--- config.mk ---
export PLATFORM = sky130hd
export DESIGN_NAME = pwm_multich_dt
export DESIGN_NICKNAME = d
export VERILOG_FILES = /design/src/rtl/pwm_multich_pkg.sv /design/src/rtl/pwm_deadtime_ch.sv /design/src/rtl/pwm_multich_dt.sv
export SDC_FILE = /design/constraint.sdc
export NUM_CORES = 1
export LEC_CHECK = 0
export CORE_MARGIN = 4
export CORE_UTILIZATION = 24
export DETAILED_ROUTE_END_ITERATION = 16
export SLEW_MARGIN = 20
export SYNTH_ARGS = -nofsm -noshare
export SYNTH_HDL_FRONTEND = slang
export SYNTH_SLANG_ARGS = --single-unit
--- constraint.sdc ---
create_clock -name clk -period 12.6 [get_ports clk]
set_input_delay 1.89 -clock clk [delete_from_list [all_inputs] [get_ports clk]]
set_output_delay 1.89 -clock clk [all_outputs]
set_load 0.02 [all_outputs]
--- src/rtl/pwm_multich_pkg.sv ---
// Shared encodings for the multi-channel dead-time PWM: carrier modes, event selects and
// the per-channel dead-time FSM states.
package pwm_multich_pkg;

    typedef enum logic [1:0] {
        ModeHold   = 2'b00,
        ModeUp     = 2'b01,
        ModeDown   = 2'b10,
        ModeUpDown = 2'b11
    } count_mode_e;

    typedef enum logic [1:0] {
        SyncNone = 2'b00,
        SyncMin  = 2'b01,
        SyncMax  = 2'b10,
        SyncBoth = 2'b11
    } sync_mode_e;

    typedef enum logic [1:0] {
        StDead = 2'b00,
        StAOn  = 2'b01,
        StBOn  = 2'b10
    } dt_state_e;

    localparam int unsigned PrescW = 4;

    // At the turn of an up-down carrier only one extreme is ever true per update, so a plain OR
    // of the selected conditions gives exactly one event per extreme.
    function automatic logic sync_event(input logic [1:0] mode, input logic at_min,
                                        input logic at_max);
        return (mode[0] & at_min) | (mode[1] & at_max);
    endfunction

endpackage

--- src/rtl/pwm_deadtime_ch.sv ---
// One PWM channel: turns a registered raw PWM level into complementary high/low-side drives
// with a dead interval of dead_time+1 enabled cycles around every transition.
module pwm_deadtime_ch
    import pwm_multich_pkg::*;
#(
    parameter int unsigned DTW = 8
) (
    input  logic           clk,
    input  logic           rst,
    input  logic           ce,
    input  logic           raw,
    input  logic           raw_rst,
    input  logic [DTW-1:0] dead_time,
    output logic           pwm_a,
    output logic           pwm_b
);

    dt_state_e      state_q;
    logic [DTW-1:0] cnt_q;
    logic           tgt_q;
    logic           pwm_a_q;
    logic           pwm_b_q;

    // tgt_q is the raw level the dead interval is waiting to settle on; any new level restarts it.
    always_ff @(posedge clk) begin
        if (rst) begin
            state_q <= StDead;
            cnt_q   <= dead_time;
            tgt_q   <= raw_rst;
            pwm_a_q <= 1'b0;
            pwm_b_q <= 1'b0;
        end else if (ce) begin
            case (state_q)
                StAOn: begin
                    if (!raw) begin
                        state_q <= StDead;
                        cnt_q   <= dead_time;
                        tgt_q   <= 1'b0;
                        pwm_a_q <= 1'b0;
                    end
                end
                StBOn: begin
                    if (raw) begin
                        state_q <= StDead;
                        cnt_q   <= dead_time;
                        tgt_q   <= 1'b1;
                        pwm_b_q <= 1'b0;
                    end
                end
                StDead: begin
                    if (raw != tgt_q) begin
                        tgt_q <= raw;
                        cnt_q <= dead_time;
                    end else if (cnt_q == '0) begin
                        state_q <= raw ? StAOn : StBOn;
                        pwm_a_q <= raw;
                        pwm_b_q <= ~raw;
                    end else begin
                        cnt_q <= cnt_q - DTW'(1);
                    end
                end
                default: begin
                    state_q <= StDead;
                    cnt_q   <= dead_time;
                    pwm_a_q <= 1'b0;
                    pwm_b_q <= 1'b0;
                end
            endcase
        end
    end

    assign pwm_a = pwm_a_q;
    assign pwm_b = pwm_b_q;

endmodule

--- src/rtl/pwm_multich_dt.sv ---
// Multi-channel PWM: shared carrier timer, event prescaler driving sync, shadow-loaded compare
// registers and one dead-time channel per output pair.
module pwm_multich_dt
    import pwm_multich_pkg::*;
#(
    parameter int unsigned WIDTH = 16,
    parameter int unsigned NCH   = 4,
    parameter int unsigned DTW   = 8
) (
    input  logic                 clk,
    input  logic                 rst,
    input  logic                 ce,
    input  logic [WIDTH-1:0]     count_max,
    input  logic [WIDTH-1:0]     init_carr,
    input  logic [1:0]           count_mode,
    input  logic [1:0]           sync_mode,
    input  logic [PrescW-1:0]    event_count,
    input  logic [NCH*WIDTH-1:0] compare,
    input  logic [NCH-1:0]       sig_pwm,
    input  logic [DTW-1:0]       dead_time,
    output logic [WIDTH-1:0]     carrier,
    output logic                 sync,
    output logic [NCH-1:0]       pwm_a,
    output logic [NCH-1:0]       pwm_b
);

    logic [WIDTH-1:0]           carr_q, carr_d;
    logic                       up_q, up_d;
    logic [PrescW-1:0]          presc_q, presc_d;
    logic                       sync_q, sync_d;
    logic                       evt;
    logic                       load;
    logic [NCH-1:0][WIDTH-1:0]  act_q, act_d;
    logic [NCH-1:0]             raw_q, raw_d;

    // Carrier next value; a count_max below the carrier is handled by the >= / > tests.
    always_comb begin
        carr_d = carr_q;
        up_d   = up_q;
        case (count_mode_e'(count_mode))
            ModeHold: carr_d = carr_q;
            ModeUp:   carr_d = (carr_q >= count_max) ? '0 : carr_q + WIDTH'(1);
            ModeDown: begin
                carr_d = (carr_q == '0 || carr_q > count_max) ? count_max : carr_q - WIDTH'(1);
            end
            ModeUpDown: begin
                if (up_q) begin
                    if (carr_q >= count_max) begin
                        up_d   = 1'b0;
                        carr_d = (carr_q == '0) ? '0 : carr_q - WIDTH'(1);
                    end else begin
                        carr_d = carr_q + WIDTH'(1);
                    end
                end else begin
                    if (carr_q == '0) begin
                        up_d   = 1'b1;
                        carr_d = (count_max == '0) ? '0 : WIDTH'(1);
                    end else begin
                        carr_d = carr_q - WIDTH'(1);
                    end
                end
            end
            default: carr_d = carr_q;
        endcase
    end

    // Events are taken on the updated carrier so sync lines up with the value that caused it.
    assign evt = sync_event(sync_mode, carr_d == '0, carr_d == count_max);

    always_comb begin
        presc_d = presc_q;
        sync_d  = 1'b0;
        if (sync_mode_e'(sync_mode) == SyncNone) begin
            presc_d = '0;
        end else if (evt) begin
            if (presc_q == event_count) begin
                presc_d = '0;
                sync_d  = 1'b1;
            end else begin
                presc_d = presc_q + PrescW'(1);
            end
        end
    end

    assign load = (sync_mode_e'(sync_mode) == SyncNone) || sync_q;

    // Raw is computed against the next carrier so raw_q stays aligned with carrier.
    always_comb begin
        act_d = act_q;
        raw_d = raw_q;
        for (int i = 0; i < int'(NCH); i++) begin
            act_d[i] = load ? compare[i*WIDTH +: WIDTH] : act_q[i];
            raw_d[i] = (carr_d < act_d[i]) ^ sig_pwm[i];
        end
    end

    always_ff @(posedge clk) begin
        if (rst) begin
            carr_q  <= init_carr;
            up_q    <= 1'b1;
            presc_q <= '0;
            sync_q  <= 1'b0;
            act_q   <= '0;
            raw_q   <= sig_pwm;
        end else if (ce) begin
            carr_q  <= carr_d;
            up_q    <= up_d;
            presc_q <= presc_d;
            sync_q  <= sync_d;
            act_q   <= act_d;
            raw_q   <= raw_d;
        end
    end

    assign carrier = carr_q;
    assign sync    = sync_q;

    for (genvar g = 0; g < int'(NCH); g++) begin : g_ch
        pwm_deadtime_ch #(
            .DTW(DTW)
        ) u_ch (
            .clk       (clk),
            .rst       (rst),
            .ce        (ce),
            .raw       (raw_q[g]),
            .raw_rst   (sig_pwm[g]),
            .dead_time (dead_time),
            .pwm_a     (pwm_a[g]),
            .pwm_b     (pwm_b[g])
        );
    end

endmodule
Word level (Yosys, flattened, before mapping):

Cells that the tools add are included.
Widths: inputs -> output; s select.

* magnitude comparators: 6
* muxes and demuxes: 129
* eq/ne operators: 49
* bitwise operators: 19
* add/subtract/negate cells: 7
* reduce and logical (&&, ||, !) cells: 43

Operator list (number)
* $mux 16: 12
* $mux 8: 24
* $pmux 8 s3: 4
* $reduce_and 5->1: 16
* $lt 16x16->1: 4
* $pmux 16 s4: 1
* $logic_not 16->1: 3
* $mux 1: 47
* $mux 2: 20
* $pmux 1 s3: 12
* $logic_not 8->1: 4
* $sub 8x1->8 const B: 4
* $ne 2x2->1 const B: 12
* $ne 3x3->1 const B: 8
* $pmux 2 s3: 4
* $mux 4: 5
* $add 16x1->16 const B: 1
* $eq 16x16->1: 1
* $ge 16x16->1: 1
* $gt 16x16->1: 1
* $ne 4x3->1 const B: 4
* $reduce_and 4->1: 4
* $reduce_bool 4->1: 4
* $sub 16x1->16 const B: 1
* 15 further kinds: 56

* register bits after elaboration: 142
* output and inout bits: 25
* word-level logic and storage cells: 282
* bits of input ports: 119

Depth between registers and ports, before layout:

* word-level depth: 10
* mapped depth: 24
* mapped depth without buffers: 21

Hierarchy:

A second synthesis with hierarchy kept.

* cell total of the unflattened synthesis: 1332
* area, all modules: 11212.0 sq um

Modules (own cells, without submodules)
* pwm_multich_dt: cells an instance 976, area an instance 8018.9 sq um, sequential area each 2001.9 sq um, times used 1
* pwm_deadtime_ch: cells an instance 89, area an instance 798.3 sq um, sequential area each 350.3 sq um, times used 4

Worst setup path after synthesis:

Ideal clock, no wire load.

* path type: in2reg
* start: in count_max[14]
* end: reg raw_q[1] (data pin)
* cell stages on the path: 24
* setup slack: 6.516 ns
* arrival: 5.825 ns
* library setup time: 0.259 ns
* data required time: 12.341 ns
* buffers on the path: 3
* cell sequence: clkbuf_1 -> inv_1 -> ha_1 -> nand4_1 -> or4b_1 -> buf_2 -> and3_1 -> nand3_2 -> nand2b_1 -> buf_4 -> o21ai_1 -> a211oi_1 -> nor2_1 -> ha_1 -> a21o_1 -> a21oi_1 -> nor2b_1 -> o21ai_0 -> nand2b_1 -> a21oi_1 -> nor2b_1 -> o21ai_0 -> o211ai_1 -> xnor2_1

* longest elaborated chain between the ends: 9
* elaborated cells between the ends (all ways): 15
* classes of those cells: order compare (3); mux (9); bitwise (1); reduce/logical (2)

RTL lines
* from (decl): RTL line pwm_multich_dt.sv:13 `input logic [WIDTH-1:0] count_max,`
* parallel branches: the longest is 4 deep, another holds $ge 16x16->1
* $pmux 16 s4 (*): RTL line pwm_multich_dt.sv:40 `case (count_mode_e'(count_mode))`
* $lt 16x16->1 (*): RTL line pwm_multich_dt.sv:93 `raw_d[i] = (carr_d < act_d[i]) ^ sig_pwm[i];`
* $xor 1x1->1 (*): RTL line pwm_multich_dt.sv:93
* $mux 4 (*): RTL line pwm_multich_dt.sv:105 `end else if (ce) begin`
* $mux 4 (*): RTL line pwm_multich_dt.sv:98 `if (rst) begin`
* to (signal assigned): RTL line pwm_multich_dt.sv:104 `raw_q <= sig_pwm;`
* to (signal assigned): RTL line pwm_multich_dt.sv:111 `raw_q <= raw_d;`
* to (decl): RTL line pwm_multich_dt.sv:34 `logic [NCH-1:0] raw_q, raw_d;`

Every way passes the cells marked *. The select of a mux whose other input is x is not followed.
A chain may end at the register's enable or synchronous reset.

Final worst setup path:

Ends and elaborated chain as after synthesis.

==> flow_summary.yaml <==
route:
  vias_per_cell: 5.192
  wl_per_cell_um: 20.83
  ant_nets: 0
  drt_iter0_markers: 1081
  drc_errors: 0
  wl_um: 42280
  drt-pass1-iter-count: 5
  vias: 10540
die:
  start_util_pct: 24.47
  rows: 78
  die_area_um2: 50200
  io_pins: 144
  fp.coreArea_um2: 45770
  dieHeight_um: 224.0
  die_w_um: 224.0
setup_path:
  cp_data_arrival_time_ns: 7.59
  critPathMaxFanout: 10
  endpoint_kind: "flip-flop"
  worstReg2RegStart: "carrier[13]"
  reg2regPathDepth: 20
  criticalPathCategory: "primary input to flip-flop"
  start_kind: "primary input"
  r2r_end: "raw_q[1]"
  rrSetupSlack_ns: 6.63
  worstPathRequired_ns: 12.81
yosys:
  synth_xor_xnor_area_share_pct: 5.082
  syn-cell-area_um2: 11200
  synth_nets: 1543
  synth_cell_types: 84
  synthArstFlopShare_pct: 0
  synthFlopType: "dfxtp_1"
  synthCells: 1336
  synth_edf_count: 56
  synth_warnings: 0
  ys_ff_latch: 142
  synthAdderAreaFrac_pct: 9.829
  yosys.area_share.simple_pct: 21.19
  synth_compound_area_share_pct: 20.80
  ys_seq_area_share_pct: 30.38
  synth_top_family_by_area: "simple AND/OR/NAND/NOR gates"
  synthMuxAreaShare_pct: 7.349
  synth_area_per_cell_um2: 8.385
power:
  ir_drop_uv: 115.3
  p_leak_nw: 5.028
  power_density_nw_per_um2: 131.4
placed_design:
  gp_congestion: 0.9397
  portBuffers: 143
  place_area_um2: 13080
  dp_slack_ns: 4.834
  hpwl_um: 31500
clocking:
  cts.sinks: 142
  cts-root-buf: "clkbuf_16"
  htree_levels: 4
  cts_resized: 0
  cts_inserted_buffers: 17
  clk_path_buf_depth: 2
  cts_tree: "yes"
  postCtsSetupRepairBufs: 0
  clkLatencyLatePin_ns: 0.46
  cts.clk_slew.worst_paths_ns: 0.06
  hold_buffers: 0
timing:
  finalSetupTns_ns: 0
  min_period_over_period_pct: 58.56
  skew_ns: 0.01081
  setup_violations: 0
  tightestPinTransition_ns: 1.127
  fmax_mhz: 135.5
  min_period_ns: 7.379
  rsz0062_at_grt: "no"
  finalHoldViolCount: 0
  slew_headroom_pct: 24.51
  postLayoutSetupSlackWorst_ns: 5.221
  finalMaxSlewViolations: 0
global_routing:
  grt_pass1_vias: 10200
  grt_overflow: 0
  antenna_found_initial: 5
  grt_usage_pct: 16.55
  grt_start_max_net_pins: 77
  grt_pass1_wl_um: 63760
hold_path:
  holdCritStartpoint: "act_q[16]"
  hold_depth: 2
  min_to: "act_q[16]"
  hp-class: "flip-flop to flip-flop"
layout:
  mostFrequentLayoutCells: "148 x nor2_1, 141 x clkdlybuf4s50_1, 110 x nand2_1"
  final_area_um2: 13730
  mostFrequentLayoutCell: "nor2_1"
  antenna_cells: 0
  final_net_count: 1624
  drive_gt1_share_pct: 6.294
  final_core_utilization_pct: 29.99
  synthToLayoutAreaGrowth_pct: 22.53
job:
  maxCapViolations: 0
status:
  status: "finished, final reports clean"
## sequential cells by signal, summed over array words and instances, names as in the netlist
register,flops
g_ch.u_ch.state_q,8
act_q,64
g_ch.u_ch.pwm_b,4
carrier,16
sync,1
g_ch.u_ch.pwm_a,4
presc_q,4
raw_q,4
g_ch.u_ch.tgt_q,4
g_ch.u_ch.cnt_q,32
up_q,1
## report_power, final
group	switching, mW	total [mW]	internal (mW)
logic	0.373	0.630	0.257
registers	0.0722	0.617	0.544
clock network	0.218	0.557	0.339
total	0.663	1.80	1.14
## layout make-up
class / count / area (um2)
clock buffers: 22 / 529.3
clock inverters: 10 / 115.1
fillers: 4809 / 32050
inverters: 48 / 180.2
multi-input cells: 1050 / 7208
flip-flops and latches: 142 / 3403
well taps: 600 / 750.7
repair buffers: 158 / 1539
## cell families (layout without fill, tap and decap cells)
group,after synthesis,count (layout)
AND/OR/NAND/NOR,467,467
AO/OA/AOI/OAI,349,349
buffers and inverters,144,238
flip-flops,142,142
adder cells (fa/ha/maj),88,88
multiplexers,81,81
XOR/XNOR,65,65
## worst max-delay path, stage by stage
cell	delay, ns
clkdlybuf4s50_1	0.65
inv_1	0.14
ha_1	0.32
nand4_1	0.22
or4b_1	0.74
and3_1	0.24
nand3_2	0.21
nand2b_1	0.46
o21ai_1	0.16
a211oi_1	0.60
nor2_1	0.32
ha_1	0.38
a21o_1	0.18
a21oi_1	0.13
nor2b_1	0.05
o21ai_0	0.14
nand2b_1	0.07
a21oi_1	0.15
nor2b_1	0.06
o21ai_0	0.16
o211ai_1	0.14
xnor2_1	0.15
## per-stage QoR
stage          hold slack, ns  power, mW  std cells
4_1_cts                0.4595      1.823       2030
3_5_place_dp           0.4503      1.249       1998
5_1_grt                0.4987      1.920       2030
2_1_floorplan          0.4322      1.014       1336
6_report               0.4569      1.804       2030
3_3_place_gp           0.4421      1.244       1998
## routing by layer
layer | routed length (um) | global-route usage [%] | vias to the layer above | share of wire [%]
li1 | - | - | 5100 | -
met1 | 19580 | 22.55 | 4996 | 46
met2 | 18460 | 25.11 | 346 | 44
met3 | 2643 | 4.324 | 90 | 6.3
met4 | 1561 | 6.383 | 8 | 3.7
met5 | 42 | 0 | - | 0.099
## worst max path at each step
stage                       start  endpoint  slack, ns  cells past startpoint
floorplan           count_max[14]  raw_q[1]       6.52                     24
global placement    count_max[14]  raw_q[3]       4.95                     22
detailed placement  count_max[14]  raw_q[1]       4.83                     22
CTS                 count_max[14]  raw_q[1]       5.33                     22
global route        count_max[14]  raw_q[1]       4.90                     22
finish              count_max[14]  raw_q[1]       5.22                     22
## Yosys cell counts (33+ instances only)
| library cell | count | area share (%) |
|---|---|---|
| edfxtp_1 | 56 | 15 |
| nand2_1 | 110 | 3.7 |
| ha_1 | 88 | 9.8 |
| a21oi_1 | 69 | 3.1 |
| dfxtp_1 | 86 | 15 |
| xnor2_1 | 33 | 2.6 |
| clkbuf_1 | 63 | 2.1 |
| o21ai_0 | 79 | 3.5 |
| inv_1 | 47 | 1.6 |
| nor2_1 | 149 | 5.0 |
| mux2i_1 | 71 | 6.3 |
| a211oi_1 | 71 | 4.8 |
| nor3_1 | 36 | 1.6 |
Power figures use the tool's default switching activity.
